[src/rtl/fifo_pkg.sv]
// rtl/fifo_pkg.sv - shared pointer sizing and reset constants for the synchronous FIFO
package fifo_pkg;

  // Pointer carries one extra wrap bit above the entry index.
  function automatic int ptr_w(input int depth);
    return $clog2(depth) + 1;
  endfunction

  localparam logic RST_EMPTY    = 1'b1;
  localparam logic RST_FULL     = 1'b0;
  localparam logic RST_AEMPTY   = 1'b1;
  localparam logic RST_AFULL    = 1'b0;
  localparam logic RST_PULSE    = 1'b0;

endpackage

[src/rtl/fifo_ptr.sv]
// rtl/fifo_ptr.sv - wrapping FIFO pointer register with wrap bit and asynchronous reset
module fifo_ptr #(
  parameter int W = 4
) (
  input  logic         clk,
  input  logic         reset,
  input  logic         inc,
  output logic [W-1:0] ptr,
  output logic [W-1:0] ptr_nxt
);

  // Natural binary overflow wraps the index and toggles the MSB together.
  assign ptr_nxt = ptr + {{(W-1){1'b0}}, inc};

  always_ff @(posedge clk or posedge reset) begin
    if (reset) begin
      ptr <= '0;
    end else begin
      ptr <= ptr_nxt;
    end
  end

endmodule

[src/rtl/sync_fifo_ff.sv]
// rtl/sync_fifo_ff.sv - single-clock FIFO with registered read port and status flags
// Optional almost_full/almost_empty ports are built when SYNC_FIFO_ALMOST_EN is defined.
module sync_fifo_ff
  import fifo_pkg::*;
#(
  parameter int DATA_W   = 8,
  parameter int DEPTH    = 8,
  parameter int AF_LEVEL = DEPTH - 2,
  parameter int AE_LEVEL = 2
) (
  input  logic              clk,
  input  logic              reset,
  input  logic              wr_en,
  input  logic [DATA_W-1:0] wr_data,
  input  logic              rd_en,
  output logic [DATA_W-1:0] rd_data,
  output logic              rd_valid,
  output logic              full,
  output logic              empty,
  output logic              overflow,
  output logic              underflow
`ifdef SYNC_FIFO_ALMOST_EN
  ,
  output logic              almost_full,
  output logic              almost_empty
`endif
);

  localparam int PW = ptr_w(DEPTH);
  localparam int AW = PW - 1;

  if ((DEPTH & (DEPTH - 1)) != 0 || DEPTH < 2 || DEPTH > 256 ||
      AF_LEVEL < 0 || AF_LEVEL > DEPTH || AE_LEVEL < 0 || AE_LEVEL > DEPTH) begin : g_bad_param
    $error("sync_fifo_ff: illegal DEPTH/AF_LEVEL/AE_LEVEL");
  end

  logic [PW-1:0]     wr_ptr;
  logic [PW-1:0]     wr_nxt;
  logic [PW-1:0]     rd_ptr;
  logic [PW-1:0]     rd_nxt;
  logic              wr_ok;
  logic              rd_ok;
  logic              full_nxt;
  logic              empty_nxt;
  logic [DATA_W-1:0] mem [DEPTH];

  // A write into a full FIFO is legal only when a read frees a slot this same edge.
  assign rd_ok = rd_en && !empty;
  assign wr_ok = wr_en && (!full || rd_ok);

  fifo_ptr #(.W(PW)) u_wr_ptr (
    .clk     (clk),
    .reset   (reset),
    .inc     (wr_ok),
    .ptr     (wr_ptr),
    .ptr_nxt (wr_nxt)
  );

  fifo_ptr #(.W(PW)) u_rd_ptr (
    .clk     (clk),
    .reset   (reset),
    .inc     (rd_ok),
    .ptr     (rd_ptr),
    .ptr_nxt (rd_nxt)
  );

  assign empty_nxt = (wr_nxt == rd_nxt);
  assign full_nxt  = (wr_nxt[AW-1:0] == rd_nxt[AW-1:0]) && (wr_nxt[AW] != rd_nxt[AW]);

  // Storage is deliberately not reset; the pointers alone define valid contents.
  always_ff @(posedge clk) begin
    if (wr_ok) begin
      mem[wr_ptr[AW-1:0]] <= wr_data;
    end
  end

  always_ff @(posedge clk or posedge reset) begin
    if (reset) begin
      rd_data   <= '0;
      rd_valid  <= RST_PULSE;
      overflow  <= RST_PULSE;
      underflow <= RST_PULSE;
      full      <= RST_FULL;
      empty     <= RST_EMPTY;
    end else begin
      if (rd_ok) begin
        rd_data <= mem[rd_ptr[AW-1:0]];
      end
      rd_valid  <= rd_ok;
      overflow  <= wr_en && !wr_ok;
      underflow <= rd_en && !rd_ok;
      full      <= full_nxt;
      empty     <= empty_nxt;
    end
  end

`ifdef SYNC_FIFO_ALMOST_EN
  logic [PW-1:0] occ_nxt;

  assign occ_nxt = wr_nxt - rd_nxt;

  always_ff @(posedge clk or posedge reset) begin
    if (reset) begin
      almost_full  <= RST_AFULL;
      almost_empty <= RST_AEMPTY;
    end else begin
      almost_full  <= ({1'b0, occ_nxt} >= (PW + 1)'(AF_LEVEL));
      almost_empty <= ({1'b0, occ_nxt} <= (PW + 1)'(AE_LEVEL));
    end
  end
`endif

endmodule

[config.mk]
export PLATFORM = sky130hd
export DESIGN_NAME = sync_fifo_ff
export DESIGN_NICKNAME = d
export VERILOG_FILES = /design/src/rtl/fifo_pkg.sv /design/src/rtl/fifo_ptr.sv /design/src/rtl/sync_fifo_ff.sv
export SDC_FILE = /design/constraint.sdc
export NUM_CORES = 1
export LEC_CHECK = 0
export ABC_AREA = 0
export CAP_MARGIN = 40
export CELL_PAD_IN_SITES_DETAIL_PLACEMENT = 0
export CELL_PAD_IN_SITES_GLOBAL_PLACEMENT = 2
export CORE_UTILIZATION = 46
export CTS_CLUSTER_DIAMETER = 100
export DETAILED_ROUTE_END_ITERATION = 7
export MAX_ROUTING_LAYER = met4
export PLACE_DENSITY_LB_ADDON = 0.15
export SKIP_CTS_REPAIR_TIMING = 1
export SYNTH_ARGS = -nofsm -noshare
export SYNTH_HDL_FRONTEND = slang
export SYNTH_SLANG_ARGS = --single-unit
[constraint.sdc]
create_clock -name clk -period 5.05 [get_ports clk]
set_input_delay 1.01 -clock clk [delete_from_list [all_inputs] [get_ports clk]]
set_output_delay 1.01 -clock clk [all_outputs]
set_load 0.01 [all_outputs]
Word level (Yosys, flattened, before mapping) --
Memories as Yosys holds them, arrays and structs flattened. A register that Yosys moved wholly into a read port is not among the register bits. Index checks and enable logic that the tools add are counted.
Word-level totals: register bits 13, latch bits 0, RAM bits 64, ROM bits 0, output and inout port bits 13, memories 1
Memory list:
- mem | depth 8, bits a word 8, read ports 1, clocked after Yosys merged registers in 1, write ports 1, line sync_fifo_ff.sv:45 | logic [DATA_W-1:0] mem [DEPTH];
Operators by class: add/sub/neg operators 2, multipliers 0, div/mod/pow operators 0, magnitude comparators 0, equal/unequal tests 3, shifts and indexed selects 0, muxes and demuxes 2, bitwise gates (word level) 0, reduce and logical (&&, ||, !) cells 10
Operators with widths (count):
- $add A4 B1 Y4 | 2
- $logic_and A1 B1 Y1 | 5
- $eq A4 B4 Y1 | 1
- $logic_not A1 Y1 | 4
- $eq A3 B3 Y1 | 1
- $mux W1 | 2
- $logic_or A1 B1 Y1 | 1
- $ne A1 B1 Y1 | 1

Longest topological paths before layout --
depth in word-level cells 7, gate-level depth with buffers 10, depth with buffers taken out 8

Cells and area by module --
A second synthesis with hierarchy kept.
Unflattened totals: cell total of the unflattened synthesis 201, area total of the unflattened synthesis 3398.3 um^2
By module, submodules not included:
- sync_fifo_ff | instances 1, cells an instance 181, area each 3095.5 um^2, sequential area each 2248.4 um^2
- fifo_ptr | instances 2, cells an instance 10, area each 151.4 um^2, sequential area each 100.1 um^2

Worst setup path after synthesis --
No wires, ideal clock.
path type input to register, start point input port rd_en, end point register full, library setup time 0.073 ns, arrival time 2.845 ns, required time 4.977 ns, slack 2.132 ns, stages 10, buffers on the path 2, cell sequence nand2b_1 -> clkbuf_1 -> clkbuf_1 -> inv_1 -> ha_1 -> ha_1 -> xor2_1 -> xor2_1 -> or3_1 -> nor2b_1
RTL lines:
- from (decl) | line sync_fifo_ff.sv:15 | input logic rd_en,
- $logic_and A1 B1 Y1 | line sync_fifo_ff.sv:48 | assign rd_ok = rd_en && !empty;
- via rd_ok | line sync_fifo_ff.sv:42 | logic rd_ok;
- $add A4 B1 Y4 | line fifo_ptr.sv:13 | assign ptr_nxt = ptr + {{(W-1){1'b0}}, inc};
- via rd_nxt[2] | line sync_fifo_ff.sv:40 | logic [PW-1:0] rd_nxt;
- $eq A3 B3 Y1 | line sync_fifo_ff.sv:68 | assign full_nxt = (wr_nxt[AW-1:0] == rd_nxt[AW-1:0]) && (wr_nxt[AW] != rd_nxt[AW]);
- $logic_and A1 B1 Y1 | line sync_fifo_ff.sv:68
- via full_nxt | line sync_fifo_ff.sv:43 | logic full_nxt;
- to (signal assigned) | line sync_fifo_ff.sv:92 | full <= full_nxt;
- to (decl) | line sync_fifo_ff.sv:18 | output logic full,
The timed path passes the listed nets, and every way through them passes these cells.

Final worst setup path --
start point input port rd_en, end point register full
On the way: word-level cells in the longest chain between the ends 6
Ends and longest elaborated chain:
- $logic_and A1 B1 Y1 | line sync_fifo_ff.sv:48
- $logic_or A1 B1 Y1 | line sync_fifo_ff.sv:49 | assign wr_ok = wr_en && (!full || rd_ok);
- $logic_and A1 B1 Y1 | line sync_fifo_ff.sv:49
- $add A4 B1 Y4 | line fifo_ptr.sv:13
- via u_wr_ptr.ptr_nxt[2] | line fifo_ptr.sv:9 | output logic [W-1:0] ptr_nxt
- $eq A3 B3 Y1 | line sync_fifo_ff.sv:68
- $logic_and A1 B1 Y1 | line sync_fifo_ff.sv:68
- via full_nxt | line sync_fifo_ff.sv:43
The timed path passes the listed nets, and every way through them passes these cells.

==> metrics <==
outcome finished clean; H-tree levels 3; Power Dens Cells 556 mW/mm^2; Critical Path Sink full; GRT overflow 0; P&R area growth vs syn 16.2%; number of iterations in the first detailed-routing pass 4; R2R Setup Slk 2.46 ns; reg2reg end full; DRC errors left 0; Syn Inst Count 196; Synth Register Bits 85; Worst Hold Class reg2reg; Final Util 56.1%; nets 244; fin. max-slew vios 0; RSZ-0062 raised after global routing no; nature of the critical path startpoint primary input; Placed Cells 311; vias per inst 5.16; maximum vdd drop 0.000191 V; Worst slew margin 41.7%; clk_lat worst skew 0.34 ns; Die H 87.1 um; Max Freq 325 MHz; number of flops mapped to enable cells by yosys 64; Final min period 3.08 ns; Critical Path RT 5.33 ns; Vias 1,697; IO Pins 25; drt total wl 5.81 mm; Post-synth ARST share 24.7%; area occupied by multi-input gates 796 um^2; IO buf count 24; fill cell count 550; crit path kind in2reg; CP delay by family, top simple AND/OR/NAND/NOR gates; largest net degree at the start of global routing 31; Num CTS Buffers 9; TNS Setup 0 ns; number of global-route vias before repair 1,701; sequential element share of the synthesized area 73.5%; commonest non-fill, non-tap cell in the layout edfxtp_1; die area 0.00759 mm^2; drt wl/cell 17.7 um; Leakage Power 0.00141 uW; Worst Setup SP rd_en; Synth Flop Type edfxtp_1; Root Buffer clkbuf_8; post-synth cell types 29; Clock Sinks 85; Hold Worst Slack 0.479 ns; antenna-violating nets left 0; CP peak stage delay 0.47 ns; Layout Skew 0.0115 ns; CP bufs+invs 1; first-pass GRT wire length 9.07 mm; Core ar. 0.00691 mm^2; FF/Latch Area 0.00245 mm^2; die width 87.1 um; most frequent cells in the layout 64 x edfxtp_1, 24 x clkdlybuf4s50_1, 20 x dfrtp_1, 13 x mux2_2, 13 x mux2i_1; crit path cell chain clkdlybuf4s50_1 -> nand2b_1 -> a21boi_2 -> ha_1 -> ha_1 -> xor2_1 -> xor2_1 -> or3_1 -> nor2b_1; HP Start rd_data[0]; arrival time at the worst endpoint 3.35 ns; endpoints failing hold 0; Worst path slowest cell clkdlybuf4s50_1; TritonCTS clock tree yes; layout cell share with drive strength beyond 1 15.0%; Max-cap violations 0; CP max FO 19; Tot GR Track Use 17.8%; CP endpoint kind flip-flop; reg2reg path depth 8; clk buf depth 2; clk slew on worst S/H paths 0.08 ns; cell area after synthesis 0.00333 mm^2; Worst Tran Pin Value 0.871 ns; initial antenna violation count 0; Syn Area/Cell 17.0 um^2; diode count 0; Initial Util 48.3%; Syn Nets 212; HPWL Detailed 3.92 mm; Synthesis Warnings 0; initial drt markers 130; cell row count 30; reg2reg start empty; fin crit share 60.9%; Setup violations, final 0; gpl congestion 0.737; Crit path depth 9; fin cells 329
-- cells in the mapped netlist, types with 5 or more instances --
library cell	number	area, um^2
o21ai_1	6	30.0
dfrtp_1	20	500
nand3_1	5	25.0
mux2i_1	13	130
a22oi_1	5	37.5
nand2_1	11	41.3
o221ai_1	8	70.1
nor2_1	8	30.0
nand2b_1	5	31.3
mux2_2	13	146
edfxtp_1	64	1920
xor2_1	8	70.1
-- registers in the layout, summed over array words and instances, names as in the netlist --
name	cells
mem	64
rd_data	8
u_rd_ptr.ptr	4
u_wr_ptr.ptr	4
empty	1
full	1
overflow	1
rd_valid	1
underflow	1
-- cell type report --
type                       count  share of cell area [%]
timing repair buffer          29                    7.11
multi-input combinational     99                    20.5
tap                           96                    3.10
clock inverter                 3                    1.78
sequential                    85                    63.2
clock buffer                  13                    3.84
inverter                       4                   0.388
-- power by group --
part | leakage, uW | switching (uW) | internal (uW)
clock network | 0.000108 | 229 | 294
registers | 0.000835 | 87.2 | 903
logic | 0.000466 | 339 | 301
-- metal layers --
metal,global-route usage [%],vias up,part of all wire (%)
met1,22.5,825,46
met2,26.4,48,46
met4,10.4,0,2.0
met3,3.98,11,5.2
met5,-,-,0
li1,-,813,-
-- worst min path at each step --
stage	to	cells past startpoint
6_report	rd_data[0]	2
3_3_place_gp	rd_data[1]	2
4_1_cts	rd_data[0]	2
5_1_grt	rd_data[5]	2
2_1_floorplan	u_wr_ptr.ptr[3]	2
3_5_place_dp	rd_data[0]	2
-- stage by stage --
stage,power (uW),area (um^2),setup slack (ns)
after global placement,1630,3630,1.54
after global routing,2270,3870,1.82
after floorplan,1460,3330,2.13
after detailed placement,1650,3640,1.61
final,2150,3870,1.97
after CTS,2170,3860,1.97
-- cells by family after synthesis --
kind of cell | Yosys count | synth area share, %
adder cells (fa/ha/maj) | 4 | 1.50
buffers and inverters | 12 | 2.67
flip-flops | 85 | 73.5
multiplexers | 29 | 10.4
AND/OR/NAND/NOR | 36 | 5.07
AO/OA/AOI/OAI | 22 | 4.77
XOR/XNOR | 8 | 2.10
-- worst reg2reg max path: cells and delay by family (launching register included) --
family	cells	cell delay, ns
xor+xnor	2	0.36
flops	1	0.55
fa+ha+maj	2	0.43
compound gates	1	0.16
simple gates	3	1.03
(Power assumes the default switching activity.)
